File: config.mk
export PLATFORM = sky130hd
export DESIGN_NAME = binary_erode_3x3_flat
export DESIGN_NICKNAME = d
export VERILOG_FILES = /design/src/rtl/binary_erode_3x3_pkg.sv /design/src/rtl/binary_erode_3x3_if.sv /design/src/rtl/binary_erode_3x3_line_buffer_1b.sv /design/src/rtl/binary_erode_3x3.sv /design/src/flat_wrapper.sv
export SDC_FILE = /design/constraint.sdc
export NUM_CORES = 1
export LEC_CHECK = 0
export ABC_AREA = 0
export ABC_CLOCK_PERIOD_IN_PS = 16890
export BUFFER_PORTS_ARGS = -buffer_cell sky130_fd_sc_hd__buf_2
export CAP_MARGIN = 20
export CORE_ASPECT_RATIO = 0.75
export CORE_MARGIN = 2
export CORE_UTILIZATION = 48
export DETAILED_ROUTE_END_ITERATION = 10
export PLACE_DENSITY = 0.63
export SLEW_MARGIN = 30
export SYNTH_ARGS = -nofsm -noshare
export SYNTH_HDL_FRONTEND = slang
export SYNTH_HIERARCHICAL = 1
export SYNTH_SLANG_ARGS = --single-unit
File: constraint.sdc
create_clock -name clk_i -period 16.89 [get_ports clk_i]
set_input_delay 4.2225 -clock clk_i [delete_from_list [all_inputs] [get_ports clk_i]]
set_output_delay 4.2225 -clock clk_i [all_outputs]
set_load 0.02 [all_outputs]
File: src/rtl/binary_erode_3x3_pkg.sv
// Shared types and helpers for the binary morphology stages.
package binaryz_pkg;

    localparam int DEF_IMAGE_WIDTH  = 276;
    localparam int DEF_IMAGE_HEIGHT = 276;
    localparam int DEF_DATA_WIDTH   = 8;

    localparam logic [DEF_DATA_WIDTH-1:0] FG_VAL = {DEF_DATA_WIDTH{1'b1}};

    typedef enum logic [1:0] {
        IDLE,
        FILL,
        RUN,
        FLUSH
    } state_t;

    function automatic int clog2(input int v);
        int r;
        r = 0;
        while ((1 << r) < v) r++;
        return r;
    endfunction

endpackage

File: src/rtl/binary_erode_3x3_if.sv
// Pixel-in / eroded-pixel-out stream bundle for the erosion stage.
interface binary_erode_3x3_if #(
    parameter int DATA_WIDTH = 8
);
    logic                  pixel_datav_i;
    logic [DATA_WIDTH-1:0] pixel_data_i;
    logic                  erode_datav_o;
    logic [DATA_WIDTH-1:0] erode_data_o;
    logic                  busy_o;
    logic                  frame_err_o;

    modport master (
        output pixel_datav_i, pixel_data_i,
        input  erode_datav_o, erode_data_o, busy_o, frame_err_o
    );

    modport slave (
        input  pixel_datav_i, pixel_data_i,
        output erode_datav_o, erode_data_o, busy_o, frame_err_o
    );
endinterface

File: src/rtl/binary_erode_3x3_line_buffer_1b.sv
// 1-bit delay line of exactly DEPTH enabled beats; contents are never cleared.
module line_buffer_1b
    import binaryz_pkg::*;
#(
    parameter int DEPTH = DEF_IMAGE_WIDTH
) (
    input  logic clk_i,
    input  logic rst_i,
    input  logic en,
    input  logic d,
    output logic q
);
    localparam int PW = clog2(DEPTH);
    localparam logic [PW-1:0] PTR_LAST = PW'(DEPTH - 1);

    logic          mem [DEPTH];
    logic [PW-1:0] ptr;

    // Read-before-write at the same slot yields the bit written DEPTH beats ago.
    assign q = mem[ptr];

    always_ff @(posedge clk_i or posedge rst_i) begin
        if (rst_i)     ptr <= '0;
        else if (en)   ptr <= (ptr == PTR_LAST) ? '0 : ptr + 1'b1;
    end

    always_ff @(posedge clk_i) begin
        if (en) mem[ptr] <= d;
    end
endmodule

File: src/rtl/binary_erode_3x3.sv
// Streaming 3x3 binary erosion with out-of-frame neighbours treated as foreground.
module binary_erode_3x3
    import binaryz_pkg::*;
#(
    parameter int IMAGE_WIDTH  = DEF_IMAGE_WIDTH,
    parameter int IMAGE_HEIGHT = DEF_IMAGE_HEIGHT,
    parameter int DATA_WIDTH   = DEF_DATA_WIDTH
) (
    input logic               clk_i,
    input logic               rst_i,
    binary_erode_3x3_if.slave bus
);
    localparam int CW = clog2(IMAGE_WIDTH);
    localparam int RW = clog2(IMAGE_HEIGHT + 1);
    localparam int FW = clog2(IMAGE_WIDTH + 3);
    localparam logic [CW-1:0] COL_LAST = CW'(IMAGE_WIDTH - 1);
    localparam logic [RW-1:0] ROW_LAST = RW'(IMAGE_HEIGHT - 1);
    localparam logic [CW-1:0] COL_ONE  = CW'(1);
    localparam logic [RW-1:0] ROW_ONE  = RW'(1);
    localparam logic [FW-1:0] FL_BEATS = FW'(IMAGE_WIDTH);
    localparam logic [FW-1:0] FL_DONE  = FW'(IMAGE_WIDTH + 2);

    state_t                state, state_nxt;
    logic [CW-1:0]         col, ocol;
    logic [RW-1:0]         row, orow;
    logic [FW-1:0]         fcnt;
    logic                  acc, pix, win_go, win_vld, frame_end;
    logic [2:0][2:0]       win, msk;
    logic                  lb1_q, lb2_q;
    logic                  out_vld, err_q;
    logic [DATA_WIDTH-1:0] out_data;

    line_buffer_1b #(.DEPTH(IMAGE_WIDTH)) u_lb1 (
        .clk_i(clk_i), .rst_i(rst_i), .en(acc), .d(pix), .q(lb1_q)
    );
    line_buffer_1b #(.DEPTH(IMAGE_WIDTH)) u_lb2 (
        .clk_i(clk_i), .rst_i(rst_i), .en(acc), .d(lb1_q), .q(lb2_q)
    );

    always_ff @(posedge clk_i or posedge rst_i) begin
        if (rst_i) state <= IDLE;
        else       state <= state_nxt;
    end

    // FLUSH issues W+1 synthetic beats, then holds two cycles so the last output drains inside FLUSH.
    always_comb begin
        state_nxt = state;
        acc       = 1'b0;
        pix       = |bus.pixel_data_i;
        win_go    = 1'b0;
        frame_end = 1'b0;
        case (state)
            IDLE: begin
                acc = bus.pixel_datav_i;
                if (acc) state_nxt = FILL;
            end
            FILL: begin
                acc    = bus.pixel_datav_i;
                win_go = acc && (row == ROW_ONE) && (col == COL_ONE);
                if (win_go) state_nxt = RUN;
            end
            RUN: begin
                acc    = bus.pixel_datav_i;
                win_go = acc;
                if (acc && (row == ROW_LAST) && (col == COL_LAST)) state_nxt = FLUSH;
            end
            FLUSH: begin
                pix    = 1'b1;
                acc    = (fcnt <= FL_BEATS);
                win_go = acc;
                if (fcnt == FL_DONE) begin
                    frame_end = 1'b1;
                    state_nxt = IDLE;
                end
            end
            default: state_nxt = IDLE;
        endcase
    end

    // Window centre is (orow, ocol); frame-edge rows/columns are forced to foreground.
    always_comb begin
        msk = win;
        if (orow == '0)       msk[0] = 3'b111;
        if (orow == ROW_LAST) msk[2] = 3'b111;
        if (ocol == '0)       for (int i = 0; i < 3; i++) msk[i][0] = 1'b1;
        if (ocol == COL_LAST) for (int i = 0; i < 3; i++) msk[i][2] = 1'b1;
    end

    always_ff @(posedge clk_i or posedge rst_i) begin
        if (rst_i) begin
            col      <= '0;
            row      <= '0;
            ocol     <= '0;
            orow     <= '0;
            fcnt     <= '0;
            win      <= '0;
            win_vld  <= 1'b0;
            out_vld  <= 1'b0;
            out_data <= '0;
            err_q    <= 1'b0;
        end else begin
            fcnt <= (state == FLUSH) ? fcnt + 1'b1 : '0;

            if (frame_end) begin
                col <= '0;
                row <= '0;
            end else if (acc && state != FLUSH) begin
                if (col == COL_LAST) begin
                    col <= '0;
                    row <= row + 1'b1;
                end else begin
                    col <= col + 1'b1;
                end
            end

            if (acc) begin
                win[0] <= {lb2_q, win[0][2:1]};
                win[1] <= {lb1_q, win[1][2:1]};
                win[2] <= {pix,   win[2][2:1]};
            end

            win_vld <= win_go;
            out_vld <= win_vld;
            if (win_vld) out_data <= (&msk) ? {DATA_WIDTH{1'b1}} : '0;

            if (frame_end) begin
                ocol <= '0;
                orow <= '0;
            end else if (win_vld) begin
                if (ocol == COL_LAST) begin
                    ocol <= '0;
                    orow <= orow + 1'b1;
                end else begin
                    ocol <= ocol + 1'b1;
                end
            end

            if (state == FLUSH && bus.pixel_datav_i) err_q <= 1'b1;
        end
    end

    assign bus.erode_datav_o = out_vld;
    assign bus.erode_data_o  = out_data;
    assign bus.busy_o        = (state != IDLE);
    assign bus.frame_err_o   = err_q;
endmodule

File: src/flat_wrapper.sv
// flat-port wrapper written by rule: the top's interface ports become plain ports
module binary_erode_3x3_flat import binaryz_pkg::*;
#(
    parameter int IMAGE_WIDTH  = DEF_IMAGE_WIDTH,
    parameter int IMAGE_HEIGHT = DEF_IMAGE_HEIGHT,
    parameter int DATA_WIDTH   = DEF_DATA_WIDTH
)
  (clk_i, rst_i, bus_pixel_datav_i, bus_pixel_data_i, bus_erode_datav_o, bus_erode_data_o, bus_busy_o, bus_frame_err_o);
  binary_erode_3x3_if #(.DATA_WIDTH(DATA_WIDTH)) bus_i ();
  input logic clk_i;
  input logic rst_i;
  input wire logic [$bits(bus_i.pixel_datav_i)-1:0] bus_pixel_datav_i;
  input wire logic [$bits(bus_i.pixel_data_i)-1:0] bus_pixel_data_i;
  output wire logic [$bits(bus_i.erode_datav_o)-1:0] bus_erode_datav_o;
  output wire logic [$bits(bus_i.erode_data_o)-1:0] bus_erode_data_o;
  output wire logic [$bits(bus_i.busy_o)-1:0] bus_busy_o;
  output wire logic [$bits(bus_i.frame_err_o)-1:0] bus_frame_err_o;
  assign bus_i.pixel_datav_i = bus_pixel_datav_i;
  assign bus_i.pixel_data_i = bus_pixel_data_i;
  assign bus_erode_datav_o = bus_i.erode_datav_o;
  assign bus_erode_data_o = bus_i.erode_data_o;
  assign bus_busy_o = bus_i.busy_o;
  assign bus_frame_err_o = bus_i.frame_err_o;
  binary_erode_3x3 #(.IMAGE_WIDTH(IMAGE_WIDTH), .IMAGE_HEIGHT(IMAGE_HEIGHT), .DATA_WIDTH(DATA_WIDTH)) u_core (.clk_i(clk_i), .rst_i(rst_i), .bus(bus_i));
endmodule
==> results.sh <==
export IMPL_start_kind="input pin"
export IMPL_ir_worst_vdd_v=0.000193
export IMPL_tritoncts_clock_tree="done"
export IMPL_grt_antenna_before_repair=0
export IMPL_critical_path_arrival_ps=7200
export IMPL_skew_ps=38.0
export IMPL_cp_end_kind="flip-flop"
export IMPL_design_die_area_sq_um=61300
export IMPL_pin_count_of_the_biggest_net_entering_global_routing=278
export IMPL_antenna_cells=0
export IMPL_place_area_sq_um=29000
export IMPL_floorplan_rows=77
export IMPL_power_switching_share=0.332
export IMPL_worst_path_max_fanout=20
export IMPL_final_min_clock_period_ps=6910
export IMPL_setup_viol=0
export IMPL_run_status="complete, no violations"
export IMPL_layout_cells_most_common_list="sky130_fd_sc_hd__nor2_1 (621), sky130_fd_sc_hd__edfxtp_1 (552), sky130_fd_sc_hd__mux4_2 (130)"
export IMPL_die_width_um=285
export IMPL_numCtsBuffers=60
export IMPL_drt_iter0_drc=1787
export IMPL_setup_worst_path_class="in -> reg"
export IMPL_post_cts_buffers=0
export IMPL_initial_core_util=0.484
export IMPL_timing_slew_headroom=0.299
export IMPL_gr_usage_met1=0.304
export IMPL_number_of_nets_produced_by_synthesis=2118
export IMPL_final_antenna_net_count=0
export IMPL_final_hold_viol_count=0
export IMPL_die_h_um=215
export IMPL_drt_vias_per_instance=5.87
export IMPL_pd_cells_nw_per_um2=159
export IMPL_cts_max_path_buffers=3
export IMPL_p_leak_nw=10.3
export IMPL_port_buffers=21
export IMPL_grt_overflow_total=0
export IMPL_ys_ff_latch=630
export IMPL_grt_first_pass_wirelength_mm=96.3
export IMPL_synth_seq_area_share=0.651
export IMPL_boundaryPins=22
export IMPL_max_freq_mhz=145
export IMPL_dpl_worst_slack_ps=9330
export IMPL_busiest_metal_layer_after_global_routing="met2"
export IMPL_yosys_warnings=6
export IMPL_power_net_switching_mw=1.64
export IMPL_final_cell_area_sq_um=31000
export IMPL_cts_num_sinks=630
export IMPL_final_worst_slack_ps=9980
export IMPL_holdBufCountCts=0
export IMPL_grt_util_met3=0.0389
export IMPL_mostFrequentLayoutCell="sky130_fd_sc_hd__nor2_1"
export IMPL_wl_per_cell_um=21.6
export IMPL_drive_above_1_share=0.150
export IMPL_number_of_global_route_vias_before_repair=16500
export IMPL_syn_area_per_cell_sq_um=13.7
export IMPL_share_seq_of_total_power=0.441
export IMPL_worst_pin_slew_ps=1050
export IMPL_globalRouteTotalUtil=0.202
export IMPL_max_cap_violations=0
export IMPL_gr_usage_met2=0.307
export IMPL_wl_mm=62.1
export IMPL_synth_top_flop_cell="sky130_fd_sc_hd__edfxtp_1"
export IMPL_number_of_enable_type_register_cells_in_the_synthesized_netlist=552
export IMPL_clock_insertion_delay_worst_skew_ps=630
export IMPL_place_detailed_hpwl_mm=35.5
export IMPL_worst_ep_required_time_ps=17170
export IMPL_timing_final_crit_share=0.409
export IMPL_rsz0062_at_grt="false"
export IMPL_routed_vias=16900
export IMPL_core_sq_um=58800
export IMPL_drt_first_pass_iters=5
export IMPL_max_slew_violation_total_from_the_final_report=0
export IMPL_cts_clk_slew_worst_paths_ps=60
export IMPL_gpl_wtd_cong=0.788
export IMPL_final_net_count=2069
export IMPL_synth_async_reset_ratio=0.124
export IMPL_whs_ps=460
export IMPL_synthesis_instances=2083
export IMPL_cts_root_buf="sky130_fd_sc_hd__clkbuf_16"
export IMPL_power_frac_clock=0.271
export IMPL_cts_resized_gates=0
export IMPL_power_report_internal_total_mw=3.30
export IMPL_min_path_type="reg -> reg"
export IMPL_syn_area_sq_um=28500
export IMPL_post_route_drc_count=0
export IMPL_comb_power_share=0.288
export IMPL_synth_distinct_cells=68
export IMPL_fin_tns_setup_ps=0
export IMPL_number_of_levels_the_h_tree_was_split_into=2
export IMPL_synthToLayoutAreaGrowth_pct=8.91
## per-layer routing
metal  up-vias  share of wire
met2       539           0.45
met5         -              0
met4         0          0.019
met3        83          0.077
met1      8710           0.45
li1       7538              -
## sequential cells by signal, summed over array words and instances (netlist names), 2 cells and up
| signal | cells |
|---|---|
| u_core/u_lb1/mem | 276 |
| u_core/orow | 9 |
| u_core/ocol | 9 |
| u_core/win | 8 |
| u_core/row | 9 |
| u_core/state | 2 |
| u_core/col | 9 |
| u_core/fcnt | 9 |
| u_core/u_lb2/ptr | 9 |
| u_core/u_lb2/mem | 276 |
| u_core/u_lb1/ptr | 9 |
## cells by family (layout without fill, tap and decap cells)
logic type / Yosys count / count (layout) / share of synthesized area
buffers and inverters: 185 / 186 / 0.0328
multiplexers: 181 / 181 / 0.128
AO/OA/AOI/OAI: 117 / 117 / 0.0296
flip-flops: 630 / 630 / 0.651
adder cells (fa/ha/maj): 24 / 24 / 0.0105
XOR/XNOR: 37 / 37 / 0.0114
AND/OR/NAND/NOR: 909 / 909 / 0.137
## cell type report
cell class | instances | area, sq um
Timing Repair Buffer | 41 | 315
Multi-Input combinational cell | 1268 | 9080
Tap cell | 790 | 988
Clock inverter | 36 | 327
Fill cell | 4890 | 27800
Inverter | 33 | 124
Sequential cell | 630 | 18500
Clock buffer | 76 | 1620
## worst max-delay path: stages
cell and delay, ps:
sky130_fd_sc_hd__buf_2 140, sky130_fd_sc_hd__nor2b_1 490, sky130_fd_sc_hd__a21oi_1 110, sky130_fd_sc_hd__buf_4 210, sky130_fd_sc_hd__inv_1 430, sky130_fd_sc_hd__nor3b_1 490
sky130_fd_sc_hd__nand2_1 650, sky130_fd_sc_hd__nor2_1 440
## power by group through the flow
stage,clock network (mW),logic (mW),registers [mW]
floorplan,0,1.14,2.19
global placement,0,1.37,2.21
detailed placement,0,1.40,2.21
CTS,1.36,1.41,2.18
global route,1.42,1.54,2.19
finish,1.34,1.42,2.18
## per-stage QoR
step,util,power (mW),instances
detailed placement,0.493,3.62,2760
global placement,0.493,3.58,2760
floorplan,-,3.32,2083
finish,0.527,4.94,2874
CTS,0.526,4.95,2872
global route,0.527,5.15,2874
## synth_stat cells, drive strengths merged (5+ instances only)
cell    count  area, sq um
dfrtp      78         1950
a21oi      20          100
inv        32          120
nor4       11         96.3
a311oi      5         43.8
ha         24          300
mux2i      20          200
nor3b       6         45.0
nor3        5         25.0
xnor2      13          114
nor2      621         2330
a31oi      15         93.8
clkbuf     91          342
or4        10         82.6
mux2       21          240
and3       14         87.6
o32ai       5         43.8
nor2b      18          113
nand2b     12         75.1
xor2       24          210
o21ai      22          110
a22oi       6         45.0
nand4      31          194
buf        61          468
nand3      35          175
nand2     114          433
edfxtp    552        16600
mux4      140         3190
or3        10         62.6
o22ai      12         75.1
## final timing paths
check / start / to / slack (ps) / cells past startpoint
max: bus_pixel_datav_i / u_core/u_lb2/mem[275]$_DFFE_PP_ / 9980 / 8
min: u_core/bus.frame_err_o$_DFFE_PP0P_ / u_core/bus.frame_err_o$_DFFE_PP0P_ / 460 / 1
max reg2reg: u_core/u_lb1/ptr[1]$_DFFE_PP0P_ / u_core/win[5]$_DFFE_PP0P_ / 12330 / 10
min reg2reg: u_core/bus.frame_err_o$_DFFE_PP0P_ / u_core/bus.frame_err_o$_DFFE_PP0P_ / 460 / 1
max in group asynchronous: rst_i / u_core/ocol[3]$_DFFE_PP0P_ / 12520 / 3
min in group asynchronous: rst_i / u_core/u_lb1/ptr[8]$_DFFE_PP0P_ / 3630 / 2
Power figures use the tool's default switching activity.
